--- src/rtl/calendar_display_scan.sv ---
// ---------------------------------------------------------------------------
// calendar_display_scan
// Scans the clock/calendar BCD digits onto an 8-digit common-anode
// seven-segment display, one digit at a time. A page button picks the time
// page (HH.MM.SS.dc) or the date page (DD.MM...Y). All digit inputs and the
// page selection are snapshotted once per frame so a carry ripple in the
// counters never tears a displayed frame.
//
// Ports
//   clk, rst            : clock (rising edge), asynchronous active-high reset
//   page_btn            : raw page button, asynchronous, active-high
//   centesimas..        : BCD digits from the time/date counters
//   an[7:0]             : digit enables, active-low, an[0] = rightmost digit
//   seg[6:0]            : segments a..g, active-low
//   dp                  : decimal point, active-low
// ---------------------------------------------------------------------------
module calendar_display_scan #(
    parameter int unsigned SCAN_DIV = 50000
) (
    input  logic       clk,
    input  logic       rst,
    input  logic       page_btn,
    input  logic [3:0] centesimas,
    input  logic [3:0] decimas,
    input  logic [3:0] unidadesSegundo,
    input  logic [2:0] decenasSegundo,
    input  logic [3:0] unidadesMinuto,
    input  logic [3:0] decenasMinuto,
    input  logic [3:0] unidadesHora,
    input  logic [1:0] decenasHora,
    input  logic [3:0] unidadesDia,
    input  logic [1:0] decenasDia,
    input  logic [3:0] unidadesMes,
    input  logic       decenasMes,
    input  logic [3:0] unidadesYear,
    output logic [7:0] an,
    output logic [6:0] seg,
    output logic       dp
);

    localparam int unsigned DIV_W    = (SCAN_DIV > 2) ? $clog2(SCAN_DIV) : 1;
    localparam logic [DIV_W-1:0] DIV_LAST = DIV_W'(SCAN_DIV - 1);

    localparam logic [6:0] SEG_BLANK = 7'h7F;
    localparam logic [6:0] SEG_DASH  = 7'h3F;
    localparam logic [3:0] CODE_DASH = 4'hF;

    // Standard active-low patterns; anything above 9 shows a dash.
    function automatic logic [6:0] seg_of(input logic [3:0] v);
        logic [6:0] s;
        case (v)
            4'd0:    s = 7'h40;
            4'd1:    s = 7'h79;
            4'd2:    s = 7'h24;
            4'd3:    s = 7'h30;
            4'd4:    s = 7'h19;
            4'd5:    s = 7'h12;
            4'd6:    s = 7'h02;
            4'd7:    s = 7'h78;
            4'd8:    s = 7'h00;
            4'd9:    s = 7'h10;
            default: s = SEG_DASH;
        endcase
        return s;
    endfunction

    // ---------------------------------------------------------------- state
    logic [DIV_W-1:0] div_q, div_d;
    logic [2:0]       idx_q, idx_d;
    logic             sync1_q, sync2_q, sync_prev_q;
    logic             page_q, page_d;
    logic             frame_end_c;

    logic [3:0] snap_cent_q, snap_deci_q, snap_useg_q, snap_umin_q, snap_dmin_q;
    logic [3:0] snap_uhor_q, snap_udia_q, snap_umes_q, snap_uyear_q;
    logic [2:0] snap_dseg_q;
    logic [1:0] snap_dhor_q, snap_ddia_q;
    logic       snap_dmes_q;
    logic       snap_page_q;

    logic [7:0] an_q, an_d;
    logic [6:0] seg_q, seg_d;
    logic       dp_q, dp_d;

    // Divider / digit index / page toggle next-state.
    always_comb begin
        div_d       = div_q + DIV_W'(1);
        idx_d       = idx_q;
        frame_end_c = 1'b0;
        if (div_q == DIV_LAST) begin
            div_d = '0;
            idx_d = idx_q + 3'd1;
            if (idx_q == 3'd7) begin
                frame_end_c = 1'b1;
            end
        end
        // Rising edge of the synchronized button flips the page once.
        page_d = page_q ^ (sync2_q & ~sync_prev_q);
    end

    always_ff @(posedge clk or posedge rst) begin
        if (rst) begin
            div_q       <= '0;
            idx_q       <= '0;
            sync1_q     <= 1'b0;
            sync2_q     <= 1'b0;
            sync_prev_q <= 1'b0;
            page_q      <= 1'b0;
        end else begin
            div_q       <= div_d;
            idx_q       <= idx_d;
            sync1_q     <= page_btn;
            sync2_q     <= sync1_q;
            sync_prev_q <= sync2_q;
            page_q      <= page_d;
        end
    end

    // Frame snapshot: everything the decoder looks at is frozen here.
    always_ff @(posedge clk or posedge rst) begin
        if (rst) begin
            snap_cent_q  <= '0;
            snap_deci_q  <= '0;
            snap_useg_q  <= '0;
            snap_dseg_q  <= '0;
            snap_umin_q  <= '0;
            snap_dmin_q  <= '0;
            snap_uhor_q  <= '0;
            snap_dhor_q  <= '0;
            snap_udia_q  <= '0;
            snap_ddia_q  <= '0;
            snap_umes_q  <= '0;
            snap_dmes_q  <= 1'b0;
            snap_uyear_q <= '0;
            snap_page_q  <= 1'b0;
        end else if (frame_end_c) begin
            snap_cent_q  <= centesimas;
            snap_deci_q  <= decimas;
            snap_useg_q  <= unidadesSegundo;
            snap_dseg_q  <= decenasSegundo;
            snap_umin_q  <= unidadesMinuto;
            snap_dmin_q  <= decenasMinuto;
            snap_uhor_q  <= unidadesHora;
            snap_dhor_q  <= decenasHora;
            snap_udia_q  <= unidadesDia;
            snap_ddia_q  <= decenasDia;
            snap_umes_q  <= unidadesMes;
            snap_dmes_q  <= decenasMes;
            snap_uyear_q <= unidadesYear;
            snap_page_q  <= page_q;
        end
    end

    // Month stored 0..11 is shown as 01..12; out-of-range shows "--".
    logic [3:0] mon_t_c, mon_u_c;
    always_comb begin
        mon_t_c = CODE_DASH;
        mon_u_c = CODE_DASH;
        if (!snap_dmes_q) begin
            if (snap_umes_q <= 4'd8) begin
                mon_t_c = 4'd0;
                mon_u_c = snap_umes_q + 4'd1;
            end else if (snap_umes_q == 4'd9) begin
                mon_t_c = 4'd1;
                mon_u_c = 4'd0;
            end
        end else begin
            if (snap_umes_q == 4'd0) begin
                mon_t_c = 4'd1;
                mon_u_c = 4'd1;
            end else if (snap_umes_q == 4'd1) begin
                mon_t_c = 4'd1;
                mon_u_c = 4'd2;
            end
        end
    end

    // Digit select for the current index on the snapshotted page.
    logic [3:0] code_c;
    logic       blank_c;
    logic       dp_on_c;
    always_comb begin
        code_c  = 4'd0;
        blank_c = 1'b0;
        dp_on_c = 1'b0;
        if (!snap_page_q) begin
            case (idx_q)
                3'd7: code_c = {2'b00, snap_dhor_q};
                3'd6: code_c = snap_uhor_q;
                3'd5: code_c = snap_dmin_q;
                3'd4: code_c = snap_umin_q;
                3'd3: code_c = {1'b0, snap_dseg_q};
                3'd2: code_c = snap_useg_q;
                3'd1: code_c = snap_deci_q;
                default: code_c = snap_cent_q;
            endcase
            dp_on_c = (idx_q == 3'd6) || (idx_q == 3'd4) || (idx_q == 3'd2);
        end else begin
            case (idx_q)
                3'd7: code_c = {2'b00, snap_ddia_q};
                3'd6: code_c = snap_udia_q;
                3'd5: code_c = mon_t_c;
                3'd4: code_c = mon_u_c;
                3'd0: code_c = snap_uyear_q;
                default: blank_c = 1'b1;
            endcase
            dp_on_c = (idx_q == 3'd6) || (idx_q == 3'd4);
        end
    end

    // Registered display outputs, one cycle behind idx.
    always_comb begin
        an_d  = 8'(~(8'd1 << idx_q));
        seg_d = blank_c ? SEG_BLANK : seg_of(code_c);
        dp_d  = blank_c ? 1'b1 : ~dp_on_c;
    end

    always_ff @(posedge clk or posedge rst) begin
        if (rst) begin
            an_q  <= 8'hFF;
            seg_q <= SEG_BLANK;
            dp_q  <= 1'b1;
        end else begin
            an_q  <= an_d;
            seg_q <= seg_d;
            dp_q  <= dp_d;
        end
    end

    assign an  = an_q;
    assign seg = seg_q;
    assign dp  = dp_q;

endmodule
--- config.mk ---
export PLATFORM = sky130hd
export DESIGN_NAME = calendar_display_scan
export DESIGN_NICKNAME = d
export VERILOG_FILES = /design/src/rtl/calendar_display_scan.sv
export SDC_FILE = /design/constraint.sdc
export NUM_CORES = 1
export LEC_CHECK = 0
export ABC_AREA = 1
export ABC_CLOCK_PERIOD_IN_PS = 2500
export CORE_ASPECT_RATIO = 1.2
export CORE_MARGIN = 2
export CORE_UTILIZATION = 25
export DETAILED_ROUTE_END_ITERATION = 8
export PLACE_DENSITY = 0.46
export RECOVER_POWER = 50
export SYNTH_ARGS = -nofsm -noshare
export SYNTH_HDL_FRONTEND = slang
export SYNTH_SLANG_ARGS = --single-unit
--- constraint.sdc ---
create_clock -name clk -period 2.5 [get_ports clk]
set_input_delay 0.5 -clock clk [delete_from_list [all_inputs] [get_ports clk]]
set_output_delay 0.5 -clock clk [all_outputs]
set_load 0.03 [all_outputs]
# Word level (Yosys, flattened, before mapping)
# Memory sizes are Yosys's and may differ from the RTL's.
# Cells that the tools add are included.
# word_totals
elab_cells	70
latchBits	0
regBits	84
mem_bits_rw	0
output_inout_bits	16
n_memories	1
romBits	112
# memory_table
memory	words	word_bits	rd	rd_clocked_by_memory_dff	write_ports	line	text
(no name shown)	16	7	1	0	0	51	case (v)
# classes
eq_ne	10
n_shift	1
magnitude_cmp	1
n_addsub	3
reduce_logical	5
n_div	0
bitwise_logic	5
mux	21
multipliers	0
# ops
operator	count
2-to-1 mux 4 bit	11
case mux 4 bit (7 select lines)	1
case mux 4 bit (5 select lines)	1
adder 16 x 1 -> 16 bit, second input constant	1
equality test 16 bit, second input constant	1
2-to-1 mux 16 bit	1
equality test 3 bit, second input constant	4
inverter 8 bit	1
<< shifter 1 x 3 -> 8 bit, first input constant	1
2-to-1 mux 7 bit	1
equality test 3 x 2 -> 1 bit, second input constant	2
2-to-1 mux 1 bit	6
OR reduction 5 bit	1
adder 4 x 1 -> 4 bit, second input constant	1
equality test 4 x 1 -> 1 bit, second input constant	1
equality test 4 bit, second input constant	1
less-or-equal comparator 4 bit, second input constant	1
zero test 4 bit	1
adder 3 x 1 -> 3 bit, second input constant	1
equality test 3 x 1 -> 1 bit, second input constant	1
zero test 3 bit	1
logical OR 1 bit	2
inverter 1 bit	2
bitwise AND 1 bit	1
bitwise XOR 1 bit	1

# Longest topological paths before layout
# An unclocked memory read counts as a cell.
# depth
depth_word	8
mapped_depth	19
mapped_depth_nobuf	18

# Worst setup path after synthesis
# OpenSTA, ideal clock, no wires.
# synth_path
path_type	reg-to-reg
start	reg idx_q[0]
end	reg seg_q[3] (netlist: seg[3])
path_buffers	0
setup_slack_ns	0.324
arrival_time_ns	2.115
period_less_slack_ns	2.176
path_stages_with_launch	19
required_ns	2.439
path_cell_list	dfrtp_1 -> ha_1 -> ha_1 -> inv_2 -> nand2_1 -> nor2_1 -> nand2_2 -> inv_2 -> nand2_1 -> nand2_1 -> nand2_1 -> nand2_2 -> inv_2 -> ha_1 -> inv_1 -> nand2_1 -> o21ai_1 -> nand2_1 -> nand2_1
# synth_via
elab_chain_len	5
word_cells_on_any_way	16
# synth_rtl
item	line	text
start, declared	69	logic [2:0] idx_q, idx_d;
start signal, assigned	111	idx_q <= idx_d;
equality test 3 x 1 -> 1 bit, or another cell as far along	187	case (idx_q)
case mux 4 bit (7 select lines), or another cell as far along	187	
2-to-1 mux 4 bit or 2-to-1 mux 1 bit (tied branches)	186, 199	
memory (16 x 7 bit) or 2-to-1 mux 1 bit (tied branches)	-	
2-to-1 mux 7 bit *	214	seg_d = blank_c ? SEG_BLANK : seg_of(code_c);
named net seg_d[3]	82	logic [6:0] seg_q, seg_d;
end signal, assigned	225	seg_q <= seg_d;
end, declared	82	
# The timed path passes the listed nets; every way through them passes the cells marked *.
# A chain may end at the register's enable or synchronous reset.

# Worst setup path after layout
# layout_path
start	reg idx_q[1]
end	reg seg_q[3] (netlist: seg[3])
# The elaborated chain is that of the path after synthesis.

==> results.json <==
{
  "hold_viol_final": 0,
  "drv_slew": 0,
  "whs_endpoint": "sync2_q$_DFF_PP0_",
  "met1_usage_pct": 14.8,
  "tightestPinTransition_ns": 1.15,
  "hold_class": "reg2reg",
  "drt-total-wl_um": 10300,
  "ant_nets": 0,
  "holdWs_ns": 0.352,
  "syn-num-nets": 487,
  "ys_seq_area_share_pct": 49.5,
  "cts_sinks": 84,
  "synth_cells": 427,
  "grt_max_degree": 85,
  "synth_enable_flop_cells": 0,
  "reg2reg_depth": 17,
  "max_slew_margin_pct": 23.1,
  "synthDistinctLibCells": 35,
  "met3_usage_pct": 2.85,
  "grt_use_total_pct": 12.3,
  "ys_ff_latch": 84,
  "final_nets": 561,
  "drive_gt1_share_pct": 24.7,
  "busiest_layer": "met2",
  "min_period_ns": 2.29,
  "grt_antenna_before_repair": 0,
  "numCtsBuffers": 9,
  "p_per_area_nw_per_um2": 579,
  "final_cell_count_no_fill": 722,
  "viasPerCell": 4.26,
  "start_kind": "register",
  "dieArea_um2": 18200,
  "p_leak_nw": 2.63,
  "final.period_utilization_pct": 91.7,
  "hold_depth": 0,
  "ctsLongestPathBuffers": 2,
  "place_congestion": 0.788,
  "outcome": "finished, final reports clean",
  "p_total_mw": 3.21,
  "dr_total_vias": 3077,
  "root_buffer": "clkbuf_16",
  "synthFlopType": "dfrtp_1",
  "drc_errors": 0,
  "place_hpwl_um": 7710,
  "numPortBuffers": 62,
  "start_util_pct": 25.4,
  "cts_hold_buf": 0,
  "die_y_um": 147,
  "peakVddDrop_mv": 0.273,
  "grt-ovfl-total": 0,
  "dp.cells": 703,
  "syn-cell-area_um2": 4280,
  "syn_area_per_cell_um2": 10.0,
  "skew_ns": 0.00877,
  "cap_viol_max_count": 0,
  "antenna_cells": 0,
  "coreArea_um2": 16900,
  "crit_path_end_kind": "register",
  "insertion_delay_ns": 0.35,
  "r2r-start": "idx_q[1]$_DFFE_PP0N_",
  "wl_per_cell_um": 14.3,
  "dr.pass1.iters": 4,
  "tritoncts": "done",
  "synthArstFlopShare_pct": 100,
  "cts_htree_levels": 3,
  "rsz0062_at_grt": "no",
  "hp-start": "sync1_q$_DFF_PP0_",
  "grt_pass1_vias": 3288,
  "cp.required_ns": 2.79,
  "regToRegSetupSlack_ns": 0.21,
  "arrival_ns": 2.58,
  "grt_pass1_wl_um": 16900,
  "grt_util_met2_pct": 20.8,
  "multi_input_area_um2": 1940,
  "worst-path-max-fanout": 7,
  "crit_type": "reg2reg",
  "io_pins": 63,
  "yosys_warnings": 0,
  "n_fill_cell": 1689,
  "drt_iter0_markers": 150,
  "die_w_um": 123,
  "path_clk_slew_ns": 0.07,
  "row_count": 52,
  "finalSetupViolCount": 0,
  "setup-tns-final_ns": 0,
  "fmax_mhz": 436,
  "post-route-util_pct": 32.9,
  "regArea_um2": 2120,
  "r2r_end": "seg[3]$_DFF_PP1_",
  "syn2layout_area_growth_pct": 29.4
}
[worst max-delay path, stage by stage (launching register included)]
cell     delay, ns
dfrtp_1       0.42
inv_1         0.11
ha_1          0.20
nand2_1       0.14
inv_2         0.17
nand2_2       0.07
nor2_2        0.12
nor2_1        0.06
nand2_1       0.06
nand2_1       0.11
nand2_4       0.14
inv_2         0.05
ha_1          0.30
inv_1         0.06
nand2_1       0.05
o21ai_1       0.07
nand2_1       0.06
nand2_1       0.06
[layout by cell type (no fill, tap or decap), types with 2 or more instances in the layout]
| cell type | instances |
|---|---|
| xor2_1 | 5 |
| clkinvlp_4 | 2 |
| nand4_1 | 7 |
| inv_4 | 2 |
| dfstp_2 | 16 |
| inv_1 | 36 |
| bufinv_16 | 2 |
| nand2_2 | 9 |
| ha_2 | 2 |
| clkdlybuf4s50_1 | 60 |
| a21oi_2 | 2 |
| dlygate4sd3_1 | 2 |
| inv_2 | 9 |
| or2_1 | 3 |
| buf_4 | 6 |
| ha_1 | 10 |
| clkbuf_16 | 9 |
| o21ai_1 | 6 |
| nor2_1 | 26 |
| nand3_1 | 27 |
| nor3b_1 | 2 |
| mux2_4 | 38 |
| mux2_2 | 6 |
| nor3_2 | 3 |
| nor2_2 | 4 |
| nand3_2 | 3 |
| dfrtp_1 | 67 |
| nor3_1 | 3 |
| a21oi_1 | 7 |
| nand2_1 | 106 |
| o21ai_0 | 8 |
| nand2_4 | 3 |
[metrics by stage]
| step | area (um^2) | worst slack (ns) |
|---|---|---|
| floorplan | 4290 | 0.324 |
| global placement | 5180 | 0.142 |
| detailed placement | 5180 | 0.0919 |
| CTS | 5510 | 0.0759 |
| global route | 5540 | 0.00417 |
| finish | 5540 | 0.207 |
[what timing repair did]
action / 4_1_cts / 5_1_grt
setup endpoints to repair: 0 / 2
buffers inserted: 0 / 3
resized for setup: 0 / 10
[per-layer routing]
layer / up-vias / routed length [um]
met1: 1481 / 4470
met2: 50 / 5300
met5: - / 0
li1: 1533 / -
met3: 13 / 344
met4: 0 / 228
[layout make-up]
type / count / area share, %
clock buffers: 10 / 4.13
repair buffers: 70 / 12.5
well taps: 216 / 4.88
inverters: 48 / 3.41
multi-input cells: 288 / 35.0
flip-flops and latches: 84 / 38.3
clock inverters: 6 / 1.74
[Yosys cell counts, drive strengths merged, types with 2 or more instances]
master  count  area [um^2]
nor3b       2         15.0
inv        48          183
ha         13          163
nor3        6         45.0
mux2       44          638
or2         3         18.8
nand2     118          488
clkbuf      2         7.51
nand4       7         43.8
o21ai      14         70.1
nor4        2         18.8
nand3      30          165
nor2       30          118
a21oi       9         52.6
dfrtp      68         1700
buf         5         52.6
dfstp      16          420
xor2        5         43.8
[report_power, final]
group | total, mW | internal [mW] | switching [mW]
logic | 0.279 | 0.153 | 0.126
clock network | 1.47 | 0.888 | 0.584
registers | 1.46 | 1.42 | 0.0364
[logic make-up (layout without fill, tap and decap cells)]
logic type               count (synthesis)  after routing  synth area share (%)
AND/OR/NAND/NOR                        198            198                  21.3
flip-flops                              84             84                  49.5
buffers and inverters                   55            134                  5.67
multiplexers                            44             44                  14.9
AO/OA/AOI/OAI                           27             27                  3.56
adder cells (fa/ha/maj)                 13             13                  3.80
XOR/XNOR                                 6              6                  1.23
[registers in the layout, summed over array words and instances, names as in the netlist, 3 cells and up]
name / flops
snap_uyear_q: 4
seg: 7
div_q: 16
snap_udia_q: 4
snap_umes_q: 4
snap_cent_q: 4
an: 8
snap_dseg_q: 3
snap_dmin_q: 4
snap_uhor_q: 4
snap_deci_q: 4
idx_q: 3
snap_umin_q: 4
snap_useg_q: 4
[worst max path at each step]
stage / startpoint / to / cells past startpoint
2_1_floorplan: idx_q[0]$_DFFE_PP0N_ / seg[3]$_DFF_PP1_ / 18
3_3_place_gp: idx_q[0]$_DFFE_PP0N_ / seg[3]$_DFF_PP1_ / 18
3_5_place_dp: idx_q[0]$_DFFE_PP0N_ / seg[3]$_DFF_PP1_ / 18
4_1_cts: idx_q[1]$_DFFE_PP0N_ / seg[3]$_DFF_PP1_ / 18
5_1_grt: snap_umes_q[1]$_DFFE_PP0P_ / seg[3]$_DFF_PP1_ / 18
6_report: idx_q[1]$_DFFE_PP0N_ / seg[3]$_DFF_PP1_ / 17
Note: power is estimated with default switching activity, not from simulation.
